File: config.mk
export PLATFORM = sky130hd
export DESIGN_NAME = mem_bus_arbiter
export DESIGN_NICKNAME = d
export VERILOG_FILES = /design/src/rtl/mem_bus_arbiter.sv
export SDC_FILE = /design/constraint.sdc
export NUM_CORES = 1
export LEC_CHECK = 0
export ABC_AREA = 0
export ABC_CLOCK_PERIOD_IN_PS = 1550
export CELL_PAD_IN_SITES_DETAIL_PLACEMENT = 1
export CELL_PAD_IN_SITES_GLOBAL_PLACEMENT = 2
export CORE_UTILIZATION = 19
export CTS_BUF_LIST = sky130_fd_sc_hd__clkbuf_4
export DETAILED_ROUTE_END_ITERATION = 10
export MAX_ROUTING_LAYER = met4
export PLACE_DENSITY_LB_ADDON = 0.05
export SLEW_MARGIN = 15
export SYNTH_ARGS = -nofsm -noshare
export SYNTH_HDL_FRONTEND = slang
export SYNTH_SLANG_ARGS = --single-unit
File: constraint.sdc
create_clock -name clk -period 1.55 [get_ports clk]
set_input_delay 0.31 -clock clk [delete_from_list [all_inputs] [get_ports clk]]
set_output_delay 0.31 -clock clk [all_outputs]
set_load 0.01 [all_outputs]
File: src/rtl/mem_bus_arbiter.sv
// rtl/mem_bus_arbiter.sv - shares one memory bus between instruction fetch and MEM stage
// MEM has priority; a done pulse blocks a re-grant to that port until the pipeline advances.

module mem_bus_arbiter #(
   parameter int ADDR_W = 32,
   parameter int DATA_W = 32
) (
   input  logic              clk,
   input  logic              rst,
   input  logic              if_req,
   input  logic [ADDR_W-1:0] if_addr,
   output logic [DATA_W-1:0] if_rdata,
   output logic              if_stallreq,
   input  logic              mem_req,
   input  logic              mem_we,
   input  logic [3:0]        mem_sel,
   input  logic [ADDR_W-1:0] mem_addr,
   input  logic [DATA_W-1:0] mem_wdata,
   output logic [DATA_W-1:0] mem_rdata,
   output logic              mem_stallreq,
   input  logic              flush,
   output logic              bus_req,
   output logic              bus_we,
   output logic [3:0]        bus_sel,
   output logic [ADDR_W-1:0] bus_addr,
   output logic [DATA_W-1:0] bus_wdata,
   input  logic [DATA_W-1:0] bus_rdata,
   input  logic              bus_ack
);

   localparam logic [1:0] S_IDLE     = 2'd0;
   localparam logic [1:0] S_IF_BUSY  = 2'd1;
   localparam logic [1:0] S_MEM_BUSY = 2'd2;
   localparam logic [1:0] S_DISCARD  = 2'd3;

   logic [1:0]        r_state;
   logic              r_bus_req;
   logic              r_bus_we;
   logic [3:0]        r_bus_sel;
   logic [ADDR_W-1:0] r_bus_addr;
   logic [DATA_W-1:0] r_bus_wdata;
   logic [DATA_W-1:0] r_if_rdata;
   logic [DATA_W-1:0] r_mem_rdata;
   logic              r_if_done;
   logic              r_mem_done;
   logic              r_mem_flushed;

   logic w_grant_mem;
   logic w_grant_if;
   logic w_mem_drop;

   assign w_grant_mem = ~flush & mem_req & ~r_mem_done;
   assign w_grant_if  = ~flush & ~w_grant_mem & if_req & ~r_if_done;
   // A flush seen at any point of a data access suppresses its completion.
   assign w_mem_drop  = flush | r_mem_flushed;

   always_ff @(posedge clk) begin
      if (rst) begin
         r_state       <= S_IDLE;
         r_bus_req     <= 1'b0;
         r_bus_we      <= 1'b0;
         r_bus_sel     <= 4'h0;
         r_bus_addr    <= '0;
         r_bus_wdata   <= '0;
         r_if_rdata    <= '0;
         r_mem_rdata   <= '0;
         r_if_done     <= 1'b0;
         r_mem_done    <= 1'b0;
         r_mem_flushed <= 1'b0;
      end else begin
         r_if_done  <= 1'b0;
         r_mem_done <= 1'b0;
         case (r_state)
            S_IDLE: begin
               if (w_grant_mem) begin
                  r_state       <= S_MEM_BUSY;
                  r_bus_req     <= 1'b1;
                  r_bus_we      <= mem_we;
                  r_bus_sel     <= mem_sel;
                  r_bus_addr    <= mem_addr;
                  r_bus_wdata   <= mem_wdata;
                  r_mem_flushed <= 1'b0;
               end else if (w_grant_if) begin
                  r_state    <= S_IF_BUSY;
                  r_bus_req  <= 1'b1;
                  r_bus_we   <= 1'b0;
                  r_bus_sel  <= 4'hF;
                  r_bus_addr <= if_addr;
               end
            end
            S_IF_BUSY: begin
               if (bus_ack) begin
                  r_state   <= S_IDLE;
                  r_bus_req <= 1'b0;
                  if (!flush) begin
                     r_if_rdata <= bus_rdata;
                     r_if_done  <= 1'b1;
                  end
               end else if (flush) begin
                  r_state <= S_DISCARD;
               end
            end
            S_MEM_BUSY: begin
               if (bus_ack) begin
                  r_state       <= S_IDLE;
                  r_bus_req     <= 1'b0;
                  r_mem_flushed <= 1'b0;
                  if (!w_mem_drop) begin
                     r_mem_done <= 1'b1;
                     if (!r_bus_we) begin
                        r_mem_rdata <= bus_rdata;
                     end
                  end
               end else if (flush) begin
                  r_mem_flushed <= 1'b1;
               end
            end
            S_DISCARD: begin
               if (bus_ack) begin
                  r_state   <= S_IDLE;
                  r_bus_req <= 1'b0;
               end
            end
            default: r_state <= S_IDLE;
         endcase
      end
   end

   assign if_stallreq  = if_req & ~r_if_done;
   assign mem_stallreq = mem_req & ~r_mem_done;
   assign if_rdata     = r_if_rdata;
   assign mem_rdata    = r_mem_rdata;
   assign bus_req      = r_bus_req;
   assign bus_we       = r_bus_we;
   assign bus_sel      = r_bus_sel;
   assign bus_addr     = r_bus_addr;
   assign bus_wdata    = r_bus_wdata;

endmodule
# ---- Yosys cells after proc, flatten, opt, wreduce, memory -nomap -nowiden
# Index checks and enable logic that the tools add are counted.
dict set report op_classes {
  n_lt_le_gt_ge 0
  muxes 22
  eq_ne 9
  bitwise_logic 17
  n_reduce_logical 14
  mul 0
  n_div 0
  n_addsub 0
  shifts 0
}
# operator n
set op_table {}
lappend op_table {{$mux 32} 2}
lappend op_table {{$mux 1} 10}
lappend op_table {{$mux 2} 5}
lappend op_table {{$ne 3x3->1 const B} 3}
lappend op_table {{$not 1->1} 9}
lappend op_table {{$reduce_and 3->1} 3}
lappend op_table {{$reduce_or 3->1} 3}
lappend op_table {{$mux 4} 2}
lappend op_table {{$and 1x1->1} 7}
lappend op_table {{$pmux 2 s3} 1}
lappend op_table {{$reduce_and 2->1} 3}
lappend op_table {{$eq 2x2->1 const B} 2}
lappend op_table {{$ne 2x1->1 const B} 2}
lappend op_table {{$pmux 1 s2} 2}
lappend op_table {{$reduce_and 4->1} 1}
lappend op_table {{$reduce_bool 2->1} 2}
lappend op_table {{$eq 2x1->1 const B} 1}
lappend op_table {{$logic_not 2->1} 1}
lappend op_table {{$ne 2x2->1 const B} 1}
lappend op_table {{$reduce_or 2->1} 1}
lappend op_table {{$or 1x1->1} 1}
dict set report word_totals {
  rom_bits 0
  word_cells 73
  output_inout_bits 136
  mem_count 0
  regBits 139
  ramBits 0
  latchBits 0
}

# ---- Longest topological paths before layout
dict set report logic_depth {
  ltp_word 10
  ltp_mapped 8
}

# ---- Worst setup path before layout
# No wires, ideal clock.
dict set report synth_path {
  path_type {register -> register}
  from {register r_state[1]}
  to {register r_if_rdata[10], in the netlist if_rdata[10]}
  t_required_ns 1.418
  n_path_buf 2
  t_arrival_ns 1.420
  setup_ns 0.132
  synth_period_minus_slack_ns 1.553
  path_stages_with_launch 6
  path_slack_ns -0.003
  path_cell_list {dfxtp_1 -> or4b_2 -> clkbuf_1 -> buf_2 -> nand2_1 -> a21oi_1}
}
dict set report synth_between {
  elab_chain_len 2
}
# item line_no
set synth_rtl {}
lappend synth_rtl {{start, declared} 36} ;# logic [1:0] r_state;
lappend synth_rtl {{start signal, assigned} 59} ;# r_state <= S_IDLE;
lappend synth_rtl {{start signal, assigned} 76} ;# r_state <= S_MEM_BUSY;
lappend synth_rtl {{start signal, assigned} 84} ;# r_state <= S_IF_BUSY;
lappend synth_rtl {{$eq 2x1->1} 73} ;# case (r_state)
lappend synth_rtl {{$reduce_and 3->1 (no line)} --}
lappend synth_rtl {{end signal, assigned} 96} ;# r_if_rdata <= bus_rdata;
lappend synth_rtl {{end, declared} 42} ;# logic [DATA_W-1:0] r_if_rdata;
# Every way passes these cells.
# A chain may end at the register's enable or synchronous reset.

# ---- Final worst setup path
dict set report layout_path {
  from {input port flush}
  to {register r_mem_rdata[31], in the netlist mem_rdata[31]}
}
dict set report layout_between {
  elab_chain_len 3
}
# item line_no
set layout_rtl {}
lappend layout_rtl {{start, declared} 21} ;# input logic flush,
lappend layout_rtl {{$or 1x1->1} 55} ;# assign w_mem_drop = flush | r_mem_flushed;
lappend layout_rtl {{$not 1->1 (no line)} --}
lappend layout_rtl {{$reduce_and 4->1 (no line)} --}
lappend layout_rtl {{end signal, assigned} 111} ;# r_mem_rdata <= bus_rdata;
lappend layout_rtl {{end, declared} 43} ;# logic [DATA_W-1:0] r_mem_rdata;
# Every way passes these cells.

==> results_tabular.tex <==
\begin{tabular}{lr}
\hline
Metric & Value \\
\hline
\multicolumn{2}{l}{\textbf{Run status}} \\
Violated checks & DRC, setup timing \\
Result of the run & finished, violations left \\
\multicolumn{2}{l}{\textbf{Timing}} \\
Final number of setup-violating endpoints & 32 \\
Setup Total Neg Slack & -1.31 ns \\
Slew margin rel. & 0.744 \\
FMAX & 0.618 GHz \\
Final period utilization & 1.04 \\
Setup repair after global routing missed its margin & true \\
Clock period minus worst slack & 1.62 ns \\
Hold\_ws & 0.168 ns \\
Worst setup skew after layout & 0.0369 ns \\
Final number of max-transition violations & 0 \\
Pin slew with the least headroom to its limit & 0.385 ns \\
Min setup slack post-route & -0.0682 ns \\
Endpoints failing hold & 0 \\
\multicolumn{2}{l}{\textbf{Routing}} \\
Mean number of vias per cell & 4.34 \\
Number of violations reported at the end of detailed-routing iteration 0 & 224 \\
Remaining design rule violation count & 17 \\
DRT antenna net count & 0 \\
Drt wl/cell & 16.8 um \\
Sum of routed wire length over all layers & 21.5 mm \\
Via count & 5,573 \\
DR pass1 iterations & 7 \\
\multicolumn{2}{l}{\textbf{Die}} \\
Core area & 26,200 sq um \\
Die footprint & 27,500 sq um \\
I/O pin cnt & 275 \\
Die Span X & 166 um \\
Vertical extent of the die & 166 um \\
Starting Density & 0.194 \\
Placement row count & 59 \\
\multicolumn{2}{l}{\textbf{Global route}} \\
Largest net degree at the start of global routing & 49 \\
Grt total ovfl & 0 \\
Global-route wire length before repair & 33.2 mm \\
Total Routing Usage GR & 0.161 \\
Via count of the first global-routing pass & 6,060 \\
Initial antenna violation count & 2 \\
\multicolumn{2}{l}{\textbf{Finish}} \\
Post-route non-filler standard cell count & 1,285 \\
Share of final-layout standard cells stronger than drive strength 1 & 0.272 \\
Commonest non-fill, non-tap cell in the layout & nand2\_1 \\
Fin area & 9080 sq um \\
Final core utilization & 0.346 \\
Nets & 1,076 \\
Top library cells by usage in the layout, fill and taps aside & 229 x nand2\_1, 137 x clkdlybuf4s50\_1, 86 x a21oi\_1 \\
Syn-to-layout area delta & 78.2\% \\
Fill cell count & 3,060 \\
\multicolumn{2}{l}{\textbf{Placed design}} \\
Count of input and output buffers & 274 \\
Setup slack after placement & -0.660 ns \\
Detailed placement HPWL & 14.6 mm \\
Final Wtd Congestion & 0.745 \\
Instance count after placement with tap cells included & 1,234 \\
DP Area & 8390 sq um \\
\multicolumn{2}{l}{\textbf{Yosys}} \\
Number of nets in the synthesized netlist & 784 \\
Number of enable flip-flop cells after synthesis & 0 \\
Number of distinct standard cells referenced by the synthesized netlist & 27 \\
Cell type contributing the most total cell area after synthesis & dfxtp\_1 \\
Cell count after synthesis & 645 \\
Share of Yosys cell area claimed by the top area cell type & 0.546 \\
Fraction of registers with async set or reset after synthesis & 0 \\
Mean cell area of the mapped netlist & 7.90 sq um \\
\#FFs+latches synth & 139 \\
YS warnings & 0 \\
Commonest register cell after synthesis & dfxtp\_1 \\
Sequential-to-total area share from yosys stat & 0.546 \\
Ranking of synthesized cells by area & dfxtp\_1 55\%, nand2\_1 19\%, a21oi\_1 9.7\% \\
Area of the mapped netlist & 5090 sq um \\
\multicolumn{2}{l}{\textbf{Power and ir drop}} \\
Static Leak & 3.46 nW \\
Pwr Total & 7.95 mW \\
Largest voltage drop on the vdd net & 0.435 mV \\
Power density normalized to cell area & 875 nW/um\^{}2 \\
\multicolumn{2}{l}{\textbf{Setup path}} \\
Reg2reg setup slack & -0.05 ns \\
Required time worst endpoint & 1.97 ns \\
Data arrival time of the worst path & 2.04 ns \\
Startpoint class of the critical path & primary input \\
Path type of the worst setup path & primary input to register \\
Top fanout value on the critical path & 8 \\
Crit path capture type & register \\
\multicolumn{2}{l}{\textbf{Clock tree}} \\
TritonCTS clock tree & done \\
TritonCTS Buffers & 17 \\
Latest clock arrival within the worst-skew pair & 0.55 ns \\
Total of hold buffers inserted after clock tree synthesis & 0 \\
Max Root-Sink Buffers & 2 \\
Clock-pin slew of the registers on the worst-case setup and hold paths & 0.15 ns \\
H-Tree Depth & 4 \\
Root Driver & clkbuf\_4 \\
Clock sinks & 139 \\
\multicolumn{2}{l}{\textbf{Flow run}} \\
Max Cap Viol & 0 \\
\multicolumn{2}{l}{\textbf{Min path}} \\
Type of the most critical hold path & primary input to register \\
\hline
\end{tabular}
==> synth_stat cells, types with 2 or more instances <==
cell type    n
a21oi_1     99
buf_6        3
clkbuf_1    28
nor3_1       2
buf_2       20
dfxtp_1    139
o22ai_1      4
nand2b_1     3
nand2_1    259
a311oi_1    32
nor2b_1      2
nor2_1      39
==> worst paths after layout <==
path            startpoint             to  cells past startpoint
max reg2reg  r_mem_flushed  mem_rdata[31]                      5
min                    rst   bus_addr[14]                      2
max                  flush  mem_rdata[31]                      6
min reg2reg  bus_wdata[17]  bus_wdata[17]                      2
==> worst max-delay path: stages <==
cell	delay (ns)
clkdlybuf4s50_1	0.50
or3b_4	0.43
or3_4	0.48
buf_12	0.19
nand2_2	0.06
a21oi_1	0.06
==> state kept, by name, indices dropped and copies added, names as in the netlist <==
signal	flops
bus_sel	4
bus_wdata	32
r_state	2
r_if_done	1
bus_req	1
if_rdata	32
r_mem_done	1
mem_rdata	32
r_mem_flushed	1
bus_addr	32
bus_we	1
==> logic make-up (layout without fill, tap and decap cells) <==
kind of cell,count (synthesis),in the layout,share of synthesized area
AO/OA/AOI/OAI,141,141,0.166
other,0,2,0
AND/OR/NAND/NOR,311,311,0.239
buffers and inverters,54,357,0.0491
flip-flops,139,139,0.546
==> final cells by class <==
type                    count  area (sq um)  area share
diodes                      2          5.00    0.000551
clock buffers              17           128      0.0141
clock inverters            13           191      0.0211
inverters                   2          12.5     0.00138
multi-input cells         452          2310       0.254
flip-flops and latches    139          2860       0.315
well taps                 335           419      0.0462
repair buffers            325          3150       0.347
==> power breakdown <==
part           total, mW  switching [mW]  internal [mW]
registers           3.82          0.0861           3.74
logic               1.36           0.623          0.733
clock network       2.77            1.49           1.28
total               7.95            2.19           5.75
==> timing repair <==
action                     in CTS  in global routing
gates resized for setup       298                163
cloned                          5                  1
pin swaps                      26                 10
setup endpoints to repair     173                140
buffers inserted                2                 11
==> metal layers <==
| layer | share of wire | GRT usage | wire length [um] |
|---|---|---|---|
| met1 | 0.40 | 0.170 | 8720 |
| met2 | 0.51 | 0.285 | 11000 |
| met3 | 0.063 | 0.0450 | 1370 |
| met4 | 0.021 | 0.0581 | 447 |
| met5 | 0 | - | 0 |
No activity file was read; power rests on OpenSTA's default activity.
